$ cat config.mk
export PLATFORM = sky130hd
export DESIGN_NAME = bin_to_seg_display
export DESIGN_NICKNAME = d
export VERILOG_FILES = /design/src/rtl/bin_to_seg_display.sv
export SDC_FILE = /design/constraint.sdc
export NUM_CORES = 1
export LEC_CHECK = 0
export CAP_MARGIN = 20
export CORE_ASPECT_RATIO = 0.7
export CORE_MARGIN = 2
export CORE_UTILIZATION = 49
export DETAILED_ROUTE_END_ITERATION = 8
export PLACE_DENSITY = 0.73
export SLEW_MARGIN = 20
export SYNTH_ARGS = -nofsm -noshare
export SYNTH_HDL_FRONTEND = slang
export SYNTH_SLANG_ARGS = --single-unit
$ cat constraint.sdc
create_clock -name clk -period 4.5 [get_ports clk]
set_clock_uncertainty 0.15 [all_clocks]
set_input_delay 1.125 -clock clk [delete_from_list [all_inputs] [get_ports clk]]
set_output_delay 1.125 -clock clk [all_outputs]
set_load 0.03 [all_outputs]
$ cat src/rtl/bin_to_seg_display.sv
// Sequential binary-to-seven-segment converter: iterative double-dabble for decimal,
// direct nibble mapping for hex, with overflow dashes and optional leading-zero blanking.
module bin_to_seg_display #(
    parameter int W        = 8,
    parameter int D        = 3,
    parameter int BLANK_LZ = 1
) (
    input  logic             clk,
    input  logic             rst_n,
    input  logic             start,
    input  logic [W-1:0]     value,
    input  logic             hex_mode,
    output logic             busy,
    output logic             done,
    output logic             overflow,
    output logic [4*D-1:0]   bcd,
    output logic [7*D-1:0]   seg
);

    localparam int         BW        = 4 * D;
    localparam int         XW        = (W > BW) ? W : BW;
    localparam logic [4:0] LAST_ITER = 5'(W - 1);

    typedef enum logic [1:0] {
        IDLE,
        CONV,
        LOAD
    } state_t;

    state_t          state, state_n;
    logic [W-1:0]    shift_q;
    logic [BW-1:0]   scratch_q;
    logic            ovf_q;
    logic            hex_q;
    logic [4:0]      iter_q;

    logic [BW-1:0]   adj;
    logic [BW-1:0]   dd_bcd;
    logic [W-1:0]    dd_shift;
    logic            dd_carry;
    logic [XW-1:0]   value_ext;
    logic [BW-1:0]   hex_bcd;
    logic            hex_ovf;
    logic [7*D-1:0]  seg_n;

    function automatic logic [6:0] seg_code(input logic [3:0] n);
        case (n)
            4'h0:    seg_code = 7'b0111111;
            4'h1:    seg_code = 7'b0000110;
            4'h2:    seg_code = 7'b1011011;
            4'h3:    seg_code = 7'b1001111;
            4'h4:    seg_code = 7'b1100110;
            4'h5:    seg_code = 7'b1101101;
            4'h6:    seg_code = 7'b1111101;
            4'h7:    seg_code = 7'b0000111;
            4'h8:    seg_code = 7'b1111111;
            4'h9:    seg_code = 7'b1101111;
            4'hA:    seg_code = 7'b1110111;
            4'hB:    seg_code = 7'b1111100;
            4'hC:    seg_code = 7'b0111001;
            4'hD:    seg_code = 7'b1011110;
            4'hE:    seg_code = 7'b1111001;
            default: seg_code = 7'b1110001;
        endcase
    endfunction

    always_ff @(posedge clk or negedge rst_n) begin
        if (!rst_n) state <= IDLE;
        else        state <= state_n;
    end

    always_comb begin
        // NOTE: assign every combinational output a default first so no path infers a latch.
        state_n = state;
        case (state)
            IDLE:    if (start) state_n = CONV;
            CONV:    if (hex_q || iter_q == LAST_ITER) state_n = LOAD;
            LOAD:    state_n = IDLE;
            default: state_n = IDLE;
        endcase
    end

    // One double-dabble step: add 3 to nibbles >= 5, then shift {bcd, shift} left.
    always_comb begin
        adj = scratch_q;
        for (int i = 0; i < D; i++) begin
            if (scratch_q[4*i +: 4] >= 4'd5) adj[4*i +: 4] = scratch_q[4*i +: 4] + 4'd3;
        end
        {dd_carry, dd_bcd, dd_shift} = {adj, shift_q, 1'b0};
    end

    always_comb begin
        value_ext = XW'(shift_q);
        hex_bcd   = value_ext[BW-1:0];
        hex_ovf   = (value_ext >> BW) != '0;
    end

    // Scan from the top digit; zeros before the first nonzero digit go dark, digit 0 never does.
    always_comb begin : encode
        logic lead;
        seg_n = '0;
        lead  = 1'b1;
        for (int i = D - 1; i >= 0; i--) begin
            if (ovf_q) begin
                seg_n[7*i +: 7] = 7'b1000000;
            end else if (BLANK_LZ != 0 && lead && i != 0 && scratch_q[4*i +: 4] == 4'd0) begin
                seg_n[7*i +: 7] = 7'b0000000;
            end else begin
                seg_n[7*i +: 7] = seg_code(scratch_q[4*i +: 4]);
                lead            = 1'b0;
            end
        end
    end

    always_ff @(posedge clk or negedge rst_n) begin
        if (!rst_n) begin
            shift_q   <= '0;
            scratch_q <= '0;
            ovf_q     <= 1'b0;
            hex_q     <= 1'b0;
            iter_q    <= '0;
            busy      <= 1'b0;
            done      <= 1'b0;
            overflow  <= 1'b0;
            bcd       <= '0;
            seg       <= '0;
        end else begin
            // NOTE: sequential state uses non-blocking assignments so every register samples pre-edge values.
            done <= 1'b0;
            case (state)
                IDLE: begin
                    if (start) begin
                        shift_q   <= value;
                        hex_q     <= hex_mode;
                        scratch_q <= '0;
                        ovf_q     <= 1'b0;
                        iter_q    <= '0;
                        busy      <= 1'b1;
                    end
                end
                CONV: begin
                    if (hex_q) begin
                        scratch_q <= hex_bcd;
                        ovf_q     <= hex_ovf;
                    end else begin
                        scratch_q <= dd_bcd;
                        shift_q   <= dd_shift;
                        ovf_q     <= ovf_q | dd_carry;
                        iter_q    <= iter_q + 5'd1;
                    end
                end
                LOAD: begin
                    bcd      <= scratch_q;
                    seg      <= seg_n;
                    overflow <= ovf_q;
                    done     <= 1'b1;
                    busy     <= 1'b0;
                end
                default: ;
            endcase
        end
    end

endmodule

==> summary.txt <==
Detailed routing
  • Routed length per instance: 14.77 um
  • Final WL: 7.400 mm
  • Pre-antenna DRT Iters: 5
  • DR vias: 2759
  • Post-route ant nets: 0
  • DRC: 0
  • Detailed Route Iter0 Violations: 207
  • Vias per cell: 5.507

Setup path
  • Top Family by Delay on Critical Path: compound AO/OA/AOI/OAI gates
  • Worst Path Arrival: 2.81 ns
  • Startpoint types: input port
  • CP bufs+invs: 1
  • Worst R2R End: scratch_q[11]
  • CP max FO: 14
  • Crit-path cells: clkdlybuf4s50_1, o21bai_1, a211oi_1, nor3_1
  • CP max stage delay: 0.82 ns
  • Worst R2R Start: scratch_q[9]
  • FF-to-FF setup slack: 2.45 ns
  • Worst Setup Path Type: in -> reg
  • Required @ worst endpoint: 4.60 ns
  • Crit path capture type: flip-flop
  • Reg2Reg Depth: 6
  • Crit-path slowest cell: o21bai_1

Yosys
  • Commonest register cell after synthesis: dfrtp_1
  • Seq cells post-synth: 65
  • Post-Syn Area: 0.003487 mm^2
  • Commonest cells post-synth: 65 x dfrtp_1, 64 x nand2_1, 41 x o21ai_0
  • Yosys top cell area share: 46.65%
  • Yosys cell types: 43
  • Most frequent cell after synthesis: dfrtp_1
  • Leading area contributor after synthesis: dfrtp_1
  • Synth async-reset ratio: 100.0%
  • Post-Syn Instances: 364
  • Syn Area/Cell: 9.580 um^2
  • Syn_nets: 398
  • Seq/Total Area, Yosys: 46.65%
  • Main area contributors after synthesis: dfrtp_1 47%, ha_1 7.9%, nand2_1 6.9%, o21ai_0 5.9%, mux2i_1 3.7%
  • Post-synth EDFFs: 0
  • Yosys warnings: 0

Clocking
  • CTS tree: yes
  • Root buffer cell: clkbuf_8
  • CTS Buf Count: 9
  • Setup Buffers After CTS: 0
  • Clk pin slew, worst setup/hold paths: 0.07 ns
  • Post-CTS Resized: 0
  • Max clock buf depth: 2
  • Hold-fix buffers, CTS: 0
  • Clock Latency Late Sink: 0.34 ns
  • Htree depth: 3
  • # clock sinks: 65

Placement
  • GP Congestion: 0.8341
  • Port bufs: 47
  • HPWL after detailed placement: 5.203 mm

Flow run
  • Max-cap viol count: 0

Die
  • Ports: 48
  • Core Region: 0.006819 mm^2
  • DIE AREA: 0.007818 mm^2
  • Num rows: 25
  • Starting Density: 51.14%
  • Die H: 74.58 um
  • Die width: 104.8 um

Pwr
  • Pwr Total: 2.942 mW
  • Pwr Density: 698.7 mW/mm^2
  • Maximum vdd drop: 0.3662 mV
  • Leakage power: 1.856 nW

Global routing
  • Total global-route track usage: 20.36%
  • Initial antenna violation count: 0
  • Global route overflow: 0
  • Vias in the first global route: 2513
  • Largest net degree at the start of global routing: 51
  • First-pass GRT wire length: 12.50 mm

Min path
  • Hold EP: bcd[11]
  • Min-delay src: bcd[11]
  • Hold path depth: 2
  • Hold Crit Class: reg -> reg

Timing
  • Tmin final: 2.701 ns
  • FMAX: 370.3 MHz
  • Fin. max-slew vios: 0
  • Period utilisation layout: 60.02%
  • Tightest Pin Transition: 1.026 ns
  • Slew margin rel.: 31.44%
  • Final hold vios: 0
  • RSZ-0062 raised after global routing: no
  • Final setup vio count: 0
  • Setup TNS: 0 ns

Finish
  • Final nets: 436
  • Layout cells sized above 1: 6.634%
  • Ant diodes: 0
  • Finished Core Util: 61.74%
  • Area grow syn2layout: 20.74%
  • Layout filler cell count: 620

Outcome
  • Status: finished, final reports clean
-- registers in the layout, summed over array words and instances (netlist names), 2 cells and up --
register,count
scratch_q,12
bcd,12
seg,21
iter_q,5
state,2
shift_q,8
-- through the flow --
step                area [um^2]  worst slack (ns)  hold slack [ns]  instances
floorplan                  3487             2.266           0.3101        364
global placement           3998             1.521           0.3083        485
detailed placement         3998             1.456           0.3124        485
CTS                        4208             1.796           0.3305        501
global route               4210             1.607           0.3534        501
finish                     4210             1.799           0.3230        501
-- kinds of logic (layout without fill, tap and decap cells) --
family | count (synthesis) | count (layout) | synth area share, %
and+or+nand+nor | 117 | 117 | 16.11
AOI/OAI and AO/OA | 101 | 101 | 18.12
DFF | 65 | 65 | 46.65
xor gates and xnor gates | 5 | 5 | 1.256
adders and majority gates | 22 | 22 | 7.894
muxes | 16 | 16 | 5.669
buffers and inverters | 38 | 81 | 4.306
-- area by class of cell --
type | count | area [um^2] | area share (%)
flip-flops and latches | 65 | 1627 | 38.63
clock inverters | 6 | 82.58 | 1.961
well taps | 94 | 117.6 | 2.793
inverters | 16 | 60.06 | 1.426
repair buffers | 49 | 483.0 | 11.47
clock buffers | 10 | 127.6 | 3.031
multi-input cells | 261 | 1713 | 40.68
-- worst register-to-register path: cells and delay by family (launching register included) --
| family | cells | cell delay [ns] |
|---|---|---|
| fa+ha+maj | 1 | 0.29 |
| flops | 1 | 0.48 |
| buf+inv | 1 | 0.17 |
| simple gates | 2 | 0.40 |
| compound gates | 2 | 0.46 |
-- power by group --
part / switching, mW / internal, mW
Sequential: 0.227 / 0.803
Clock: 0.225 / 0.309
Combinational: 0.808 / 0.569
-- placed cells by master (no fill, tap or decap), types with 4 or more instances in the layout --
cell | synthesis | routed
nor3_1 | 6 | 6
ha_1 | 22 | 22
a31oi_1 | 4 | 4
o21ai_0 | 41 | 41
nor2_1 | 15 | 15
nand2b_1 | 6 | 5
a22o_1 | 5 | 5
nor2b_1 | 6 | 6
o31ai_1 | 8 | 8
a21oi_1 | 18 | 18
nand2_1 | 64 | 64
inv_1 | 16 | 16
nand3_1 | 5 | 5
clkdlybuf4s50_1 | 0 | 46
clkbuf_8 | 0 | 9
a22oi_1 | 6 | 6
dfrtp_1 | 65 | 65
mux2i_1 | 13 | 13
-- layer usage --
metal	global-route usage, %	share of wire [%]	vias up
met2	29.29	41	90
met5	0	0	-
met3	5.346	5.7	14
li1	-	-	1356
met4	6.370	1.3	0
met1	30.26	52	1299
-- worst max path at each step --
stage	startpoint	endpoint	depth (start not counted)
floorplan	start	iter_q[3]	4
global placement	start	scratch_q[11]	4
detailed placement	start	scratch_q[11]	4
CTS	bcd[5]	bcd[5]	1
global route	start	scratch_q[11]	4
finish	start	scratch_q[11]	4
Note: power is estimated with default switching activity, not from simulation.
